==> src/rtl/cpu_pkg.sv <==
`default_nettype none
// ============================================================================
// Module      : cpu_pkg
// Description : Shared core widths and register-file types.
// Revision    : 1.0 - initial release
// ============================================================================
package cpu_pkg;

    localparam int DATA_W   = 16;
    localparam int ADDR_W   = 4;
    localparam int NUM_REGS = 16;

    typedef logic [DATA_W-1:0] word_t;
    typedef logic [ADDR_W-1:0] reg_addr_t;

endpackage
`default_nettype wire

==> src/rtl/wb_regfile_if.sv <==
`default_nettype none
// ============================================================================
// Module      : wb_regfile_if
// Description : MEM/WB write-back and decode read-port bundle of the register file.
// Revision    : 1.0 - initial release
// ============================================================================
interface wb_regfile_if #(
    parameter int DATA_W = cpu_pkg::DATA_W,
    parameter int ADDR_W = cpu_pkg::ADDR_W
);

    logic              wb_reg_wen;
    logic [ADDR_W-1:0] wb_reg_waddr;
    logic [DATA_W-1:0] wb_mem_rdata;
    logic [DATA_W-1:0] wb_alu_result;
    logic              wb_mem_to_reg;
    logic [ADDR_W-1:0] rs_addr;
    logic [ADDR_W-1:0] rt_addr;
    logic [DATA_W-1:0] rs_data;
    logic [DATA_W-1:0] rt_data;
    logic [DATA_W-1:0] wb_wdata;
    logic [ADDR_W-1:0] dbg_addr;
    logic [DATA_W-1:0] dbg_data;

    modport master (
        output wb_reg_wen, wb_reg_waddr, wb_mem_rdata, wb_alu_result, wb_mem_to_reg,
        output rs_addr, rt_addr, dbg_addr,
        input  rs_data, rt_data, wb_wdata, dbg_data
    );

    modport slave (
        input  wb_reg_wen, wb_reg_waddr, wb_mem_rdata, wb_alu_result, wb_mem_to_reg,
        input  rs_addr, rt_addr, dbg_addr,
        output rs_data, rt_data, wb_wdata, dbg_data
    );

endinterface
`default_nettype wire

==> src/rtl/regfile_bank.sv <==
`default_nettype none
// ============================================================================
// Module      : regfile_bank
// Description : Register storage, async clear, one write and three raw read ports.
// Revision    : 1.0 - initial release
// ============================================================================
module regfile_bank #(
    parameter int DATA_W = cpu_pkg::DATA_W,
    parameter int ADDR_W = cpu_pkg::ADDR_W
) (
    input  wire logic              clk,
    input  wire logic              rst_n,
    input  wire logic              we,
    input  wire logic [ADDR_W-1:0] waddr,
    input  wire logic [DATA_W-1:0] wdata,
    input  wire logic [ADDR_W-1:0] raddr_a,
    input  wire logic [ADDR_W-1:0] raddr_b,
    input  wire logic [ADDR_W-1:0] raddr_c,
    output logic      [DATA_W-1:0] rdata_a,
    output logic      [DATA_W-1:0] rdata_b,
    output logic      [DATA_W-1:0] rdata_c
);

    localparam int c_NUM_REGS = 2 ** ADDR_W;

    logic [DATA_W-1:0] r_regs [c_NUM_REGS];

    always_ff @(posedge clk or negedge rst_n) begin
        if (!rst_n) begin
            for (int i = 0; i < c_NUM_REGS; i++) begin
                r_regs[i] <= '0;
            end
        end else if (we) begin
            r_regs[waddr] <= wdata;
        end
    end

    assign rdata_a = r_regs[raddr_a];
    assign rdata_b = r_regs[raddr_b];
    assign rdata_c = r_regs[raddr_c];

endmodule
`default_nettype wire

==> src/rtl/wb_regfile.sv <==
`default_nettype none
// ============================================================================
// Module      : wb_regfile
// Description : Write-back select, zero-register and optional same-cycle bypass
//               (WB_REGFILE_BYPASS_EN) around a 2**ADDR_W-entry register bank.
// Revision    : 1.0 - initial release
// ============================================================================
module wb_regfile #(
    parameter int DATA_W   = cpu_pkg::DATA_W,
    parameter int ADDR_W   = cpu_pkg::ADDR_W,
    parameter int ZERO_REG = 1
) (
    input wire logic    clk,
    input wire logic    rst_n,
    wb_regfile_if.slave bus
);

    localparam logic c_ZERO_EN = (ZERO_REG != 0);

    logic [DATA_W-1:0] w_wdata;
    logic              w_we;
    logic [DATA_W-1:0] w_rs_raw;
    logic [DATA_W-1:0] w_rt_raw;
    logic [DATA_W-1:0] w_dbg_raw;
    logic [DATA_W-1:0] w_rs_data;
    logic [DATA_W-1:0] w_rt_data;
    logic [DATA_W-1:0] w_dbg_data;

    assign w_wdata = bus.wb_mem_to_reg ? bus.wb_mem_rdata : bus.wb_alu_result;

    // Dropping R0 writes keeps R0 at its cleared value, so the raw debug read is already 0.
    assign w_we = bus.wb_reg_wen && !(c_ZERO_EN && (bus.wb_reg_waddr == '0));

    regfile_bank #(
        .DATA_W (DATA_W),
        .ADDR_W (ADDR_W)
    ) u_bank (
        .clk     (clk),
        .rst_n   (rst_n),
        .we      (w_we),
        .waddr   (bus.wb_reg_waddr),
        .wdata   (w_wdata),
        .raddr_a (bus.rs_addr),
        .raddr_b (bus.rt_addr),
        .raddr_c (bus.dbg_addr),
        .rdata_a (w_rs_raw),
        .rdata_b (w_rt_raw),
        .rdata_c (w_dbg_raw)
    );

    always_comb begin
        w_rs_data  = w_rs_raw;
        w_rt_data  = w_rt_raw;
        w_dbg_data = w_dbg_raw;
`ifdef WB_REGFILE_BYPASS_EN
        // Reset blocks writes, so it also blocks forwarding of the pending write.
        if (rst_n && bus.wb_reg_wen && (bus.rs_addr == bus.wb_reg_waddr)) begin
            w_rs_data = w_wdata;
        end
        if (rst_n && bus.wb_reg_wen && (bus.rt_addr == bus.wb_reg_waddr)) begin
            w_rt_data = w_wdata;
        end
`endif
        if (c_ZERO_EN && (bus.rs_addr == '0)) begin
            w_rs_data = '0;
        end
        if (c_ZERO_EN && (bus.rt_addr == '0)) begin
            w_rt_data = '0;
        end
        if (c_ZERO_EN && (bus.dbg_addr == '0)) begin
            w_dbg_data = '0;
        end
    end

    assign bus.wb_wdata = w_wdata;
    assign bus.rs_data  = w_rs_data;
    assign bus.rt_data  = w_rt_data;
    assign bus.dbg_data = w_dbg_data;

endmodule
`default_nettype wire

==> src/flat_wrapper.sv <==
// flat-port wrapper written by rule: the top's interface ports become plain ports
module wb_regfile_flat 
#(
    parameter int DATA_W   = cpu_pkg::DATA_W,
    parameter int ADDR_W   = cpu_pkg::ADDR_W,
    parameter int ZERO_REG = 1
)
  (clk, rst_n, bus_wb_reg_wen, bus_wb_reg_waddr, bus_wb_mem_rdata, bus_wb_alu_result, bus_wb_mem_to_reg, bus_rs_addr, bus_rt_addr, bus_dbg_addr, bus_rs_data, bus_rt_data, bus_wb_wdata, bus_dbg_data);
  wb_regfile_if #(.DATA_W(DATA_W), .ADDR_W(ADDR_W)) bus_i ();
  input wire logic clk;
  input wire logic rst_n;
  input wire logic [$bits(bus_i.wb_reg_wen)-1:0] bus_wb_reg_wen;
  input wire logic [$bits(bus_i.wb_reg_waddr)-1:0] bus_wb_reg_waddr;
  input wire logic [$bits(bus_i.wb_mem_rdata)-1:0] bus_wb_mem_rdata;
  input wire logic [$bits(bus_i.wb_alu_result)-1:0] bus_wb_alu_result;
  input wire logic [$bits(bus_i.wb_mem_to_reg)-1:0] bus_wb_mem_to_reg;
  input wire logic [$bits(bus_i.rs_addr)-1:0] bus_rs_addr;
  input wire logic [$bits(bus_i.rt_addr)-1:0] bus_rt_addr;
  input wire logic [$bits(bus_i.dbg_addr)-1:0] bus_dbg_addr;
  output wire logic [$bits(bus_i.rs_data)-1:0] bus_rs_data;
  output wire logic [$bits(bus_i.rt_data)-1:0] bus_rt_data;
  output wire logic [$bits(bus_i.wb_wdata)-1:0] bus_wb_wdata;
  output wire logic [$bits(bus_i.dbg_data)-1:0] bus_dbg_data;
  assign bus_i.wb_reg_wen = bus_wb_reg_wen;
  assign bus_i.wb_reg_waddr = bus_wb_reg_waddr;
  assign bus_i.wb_mem_rdata = bus_wb_mem_rdata;
  assign bus_i.wb_alu_result = bus_wb_alu_result;
  assign bus_i.wb_mem_to_reg = bus_wb_mem_to_reg;
  assign bus_i.rs_addr = bus_rs_addr;
  assign bus_i.rt_addr = bus_rt_addr;
  assign bus_i.dbg_addr = bus_dbg_addr;
  assign bus_rs_data = bus_i.rs_data;
  assign bus_rt_data = bus_i.rt_data;
  assign bus_wb_wdata = bus_i.wb_wdata;
  assign bus_dbg_data = bus_i.dbg_data;
  wb_regfile #(.DATA_W(DATA_W), .ADDR_W(ADDR_W), .ZERO_REG(ZERO_REG)) u_core (.clk(clk), .rst_n(rst_n), .bus(bus_i));
endmodule
==> config.mk <==
export PLATFORM = sky130hd
export DESIGN_NAME = wb_regfile_flat
export DESIGN_NICKNAME = d
export VERILOG_FILES = /design/src/rtl/cpu_pkg.sv /design/src/rtl/wb_regfile_if.sv /design/src/rtl/regfile_bank.sv /design/src/rtl/wb_regfile.sv /design/src/flat_wrapper.sv
export SDC_FILE = /design/constraint.sdc
export NUM_CORES = 1
export LEC_CHECK = 0
export CORE_UTILIZATION = 55
export CTS_BUF_LIST = sky130_fd_sc_hd__clkbuf_4 sky130_fd_sc_hd__clkbuf_8
export DETAILED_ROUTE_END_ITERATION = 8
export GPL_TIMING_DRIVEN = 0
export HOLD_SLACK_MARGIN = 0.1
export PLACE_DENSITY = 0.79
export SYNTH_ARGS = -nofsm -noshare
export SYNTH_HDL_FRONTEND = slang
export SYNTH_SLANG_ARGS = --single-unit
==> constraint.sdc <==
create_clock -name clk -period 2.2 [get_ports clk]
set_clock_uncertainty 0.2 [all_clocks]
set_input_delay 0.44 -clock clk [delete_from_list [all_inputs] [get_ports clk]]
set_output_delay 0.44 -clock clk [all_outputs]
set_load 0.02 [all_outputs]
Word-level counts from Yosys, hierarchy flattened
Index checks and enable logic that the tools add are counted.

storage, ports and cells
  register bits after elaboration = 256
  output and inout bits = 64
  logic and storage cells = 48

cells by class
  order comparisons = 5
  mux-type cells = 16
  bitwise gates (word level) = 4
  reductions and logical operators = 7

operators with widths
  kind                count
  $bwmux 256          1
  $bmux 16 s4         3
  $mux 16             11
  $demux 16 s4        1
  $ge 5x5->1 const B  4
  $not 4->5           4
  $logic_not 4->1     4
  $lt 5x1->1 const B  1
  $logic_and 1x1->1   2
  $logic_not 1->1     1

Depth between registers and ports, before layout
  depth after elaboration = 6
  mapped depth = 7
  gate-level depth less buffers = 4

Hierarchy
A second synthesis with hierarchy kept.

unflattened totals
  cell total of the unflattened synthesis = 1076
  area total of the unflattened synthesis = 16118.0 um^2

by module, submodules not included
  module        times used  cells an instance  area each (um^2)
  regfile_bank  1           985                15155.8
  wb_regfile    1           91                 962.2

Least setup slack after synthesis
No wires, ideal clock.

  kind = input -> output
  start point = input port bus_dbg_addr[1]
  end point = output port bus_dbg_data[14]
  arrival time = 1.890 ns
  setup slack = -0.330 ns
  cell stages on the path = 7
  path buffers = 4
  cells stage by stage = buf_2 > buf_6 > buf_4 > buf_4 > a31oi_1 > o22ai_1 > a211oi_1

between the ends
  cells in the longest elaborated chain, start to end = 5

RTL lines
  element                                     line                RTL
  start, declared                             flat_wrapper.sv:19  input wire logic [$bits(bus_i.dbg_addr)-1:0] bus_dbg_addr;
  $not 4->5 (not written as such)             regfile_bank.sv:40  assign rdata_c = r_regs[raddr_c];
  $bmux 16 s4                                 regfile_bank.sv:40
  $mux 16 (not written as such) (2 in a row)  regfile_bank.sv:40
  $mux 16 (*)                                 wb_regfile.sv:70    if (c_ZERO_EN && (bus.dbg_addr == '0)) begin
  end, declared                               flat_wrapper.sv:23  output wire logic [$bits(bus_i.dbg_data)-1:0] bus_dbg_data;

Every way passes the cells marked *; elsewhere a longest branch is shown, timed or not. The select of a mux whose other input is x is not followed.

Final worst setup path
  start point = input port bus_rs_addr[1]
  end point = output port bus_rs_data[11]

between the ends
  cells in the longest elaborated chain, start to end = 5

RTL lines
  element                                     line                RTL
  start, declared                             flat_wrapper.sv:17  input wire logic [$bits(bus_i.rs_addr)-1:0] bus_rs_addr;
  $not 4->5 (not written as such)             regfile_bank.sv:38  assign rdata_a = r_regs[raddr_a];
  $bmux 16 s4                                 regfile_bank.sv:38
  $mux 16 (not written as such) (2 in a row)  regfile_bank.sv:38
  $mux 16 (*)                                 wb_regfile.sv:64    if (c_ZERO_EN && (bus.rs_addr == '0)) begin
  end, declared                               flat_wrapper.sv:20  output wire logic [$bits(bus_i.rs_data)-1:0] bus_rs_data;

Marked as above.

==> flow_summary.toml <==
[yosys]
syn-cell-area_sq_um = 14500
synth_area_leaders = "dfrtp_1, mux4_2, a21oi_1"
synth.net_count = 1384
synth.distinct_cells = 37
yosysWarnings = 0
netlist_instances = 1332
avgSynthCellArea_sq_um = 10.89
ys_seq_area_frac = 0.4176
synth_seq_cells = 242
yosysTopAreaCellShare = 0.4176
synth_largest_area_cell = "dfrtp_1"

[die]
die_h_microns = 164.4
io_pins = 116
die_x_microns = 164.4
dieArea_sq_um = 27020
start_util = 0.5581
rows = 59
fp.coreArea_sq_um = 25980

[timing]
slew_viol_final = 0
final-hold-violation-count = 0
max_freq_mhz = 342.3
min_period_over_period = 1.328
post-route-min-period_ns = 2.921
setup_viol = 52
relSlewSlack = 0.3648
worst-slew-pin-transition_ns = 0.9529
hold_ws_ns = 0.2491
rsz0062_at_grt = "yes"
fin_ws_ns = -0.7212

[clock_tree]
cts_tree = "done"
cts-root-buf = "clkbuf_8"
clk_pin_slew_ns = 0.06
insertion_delay_ns = 0.57
cts_max_level = 2
clk_path_buf_depth = 3
cts_sinks = 242
cts_buffers = 42

[placed_design]
place.port_buffers = 109
dp_slack_ns = -1.840
dpl_cell_area_sq_um = 16410
hpwl_microns = 40870
dp.cells = 1777
routabilityCongestion = 1.052

[worst_setup_path]
reg2reg_to = "u_core.u_bank.r_regs[37]"
crit_arrival_ns = 2.28
crit_required_ns = 1.56
rr_startpoint = "u_core.u_bank.r_regs[37]"
setup.worst_path.end_class = "output pin"
timing_worst_setup_path_type = "primary input to output pin"
regToRegSetupSlack_ns = 0.97
rr_worst_depth = 4
cp-start-kind = "primary input"
path_max_fanout = 10

[cells_and_area]
finish.instance_area_sq_um = 19180
largest_register_ffs = 242
final_cell_mix = "dfrtp_1, nor2_1, a21oi_1"
n_antenna_cell = 0
top_register = "u_core.u_bank.r_regs"
final_util = 0.7382
reg_top3 = "u_core.u_bank.r_regs: 242 flops"
drive_gt1_frac = 0.4203
synthToLayoutAreaGrowth_pct = 32.27
nets = 1634
fin_cells = 1948
layout_commonest_cell = "dfrtp_1"

[hold_path]
min_path_type = "primary input to register"
holdPathStages = 4
hold_end = "u_core.u_bank.r_regs[207]"
hp-start = "bus_wb_mem_to_reg"

[drt]
wire_per_inst_microns = 33.38
wirelength_microns = 65030
drtIter0Drc = 2613
drt_first_pass_iters = 6
via_count = 14490
drc = 0
route.antenna.remaining_nets = 0
avgViaCountPerCell = 7.436

[grt]
first_global_vias = 14090
grt_first_pass_wirelength_microns = 92540
grt_start_max_net_pins = 123
antenna_found_initial = 1
grtUsageTotal = 0.4930
grt-ovfl-total = 0

[power]
ir_drop_v = 0.0008519
p_per_area_nw_per_um2 = 910.1
p_leak_nw = 7.987

[run_status]
status = "complete, but fails checks"
violations = "negative setup slack"

[job]
drv_cap = 0
[cells by family (layout without fill, tap and decap cells)]
| family | count (synthesis) | in the layout | synth area share |
|---|---|---|---|
| flip-flops | 242 | 242 | 0.4176 |
| buffers and inverters | 159 | 440 | 0.05073 |
| AND/OR/NAND/NOR | 333 | 333 | 0.09861 |
| multiplexers | 226 | 226 | 0.2834 |
| AO/OA/AOI/OAI | 372 | 372 | 0.1497 |
[worst max path at each step]
stage,startpoint,endpoint
final,bus_rs_addr[1],bus_rs_data[11]
after global routing,u_core.u_bank.r_regs[94],bus_rs_data[14]
after CTS,u_core.u_bank.r_regs[93],bus_rs_data[13]
after detailed placement,bus_dbg_addr[2],bus_dbg_data[13]
after global placement,rst_n,u_core.u_bank.r_regs[132]
after floorplan,bus_dbg_addr[0],bus_dbg_data[14]
[per-stage QoR]
stage          power [mW]  setup TNS [ns]
6_report            17.46          -25.20
5_1_grt             17.88          -25.23
4_1_cts             16.66          -22.64
3_5_place_dp        11.57         -204.13
3_3_place_gp        11.35        -2575.34
2_1_floorplan       9.699          -1.091
[per-layer routing]
layer / share of wire / global-route usage / vias to the layer above
met1: 0.32 / 0.5987 / 7032
met3: 0.18 / 0.2725 / 438
met4: 0.082 / 0.3190 / 2
met2: 0.42 / 0.6749 / 1513
li1: - / - / 5500
met5: 0.00078 / 0 / -
[worst max-delay path, cell delays in order]
cell and delay [ns]:
buf_4 0.21, nor2b_4 0.42, buf_6 0.26, a221oi_2 0.09, nor3_2 0.44, a221o_1 0.26
buf_6 0.14
[synthesized netlist by cell type (all sizes together)]
cell type  instances
o31ai              2
mux2i             36
nand3              3
a22oi              7
nor3b              9
o2111ai            1
nor2             171
nor3              24
o311ai             1
a221oi            22
nor2b             20
a211oi             2
mux4             143
a21oi            179
or2                2
buf               61
mux2              47
nand4b             1
nand2             86
nand2b             5
clkbuf            79
nand3b             4
a31oi              4
o22ai              9
a221o             35
o21ai            110
inv               19
dfrtp            242
and3               1
or3                4
or3b               1
and2               2
[area by class of cell]
type	count	area (sq um)
inverters	19	71.32
fillers	1738	6803
plain buffers	136	1247
repair buffers	210	1913
clock buffers	70	894.6
clock inverters	5	25.02
multi-input cells	931	8552
well taps	335	419.2
flip-flops and latches	242	6060
[repair_timing]
action / CTS / global route
gates cloned: 2 / 1
endpoints found under the setup margin: 86 / 200
buffers inserted: 71 / 25
gates resized for setup: 539 / 122
hold endpoints to repair: 121 / 0
hold buffers: 1 / 0
pin swaps: 45 / 17
[where the power goes]
group / switching (mW) / total, mW / leakage (nW) / internal (mW)
sequential: 1.22 / 6.71 / 2.87 / 5.49
clock: 2.04 / 4.59 / 0.494 / 2.55
combinational: 3.00 / 6.16 / 4.63 / 3.16
total: 6.25 / 17.5 / 7.99 / 11.2
(Power assumes the default switching activity.)
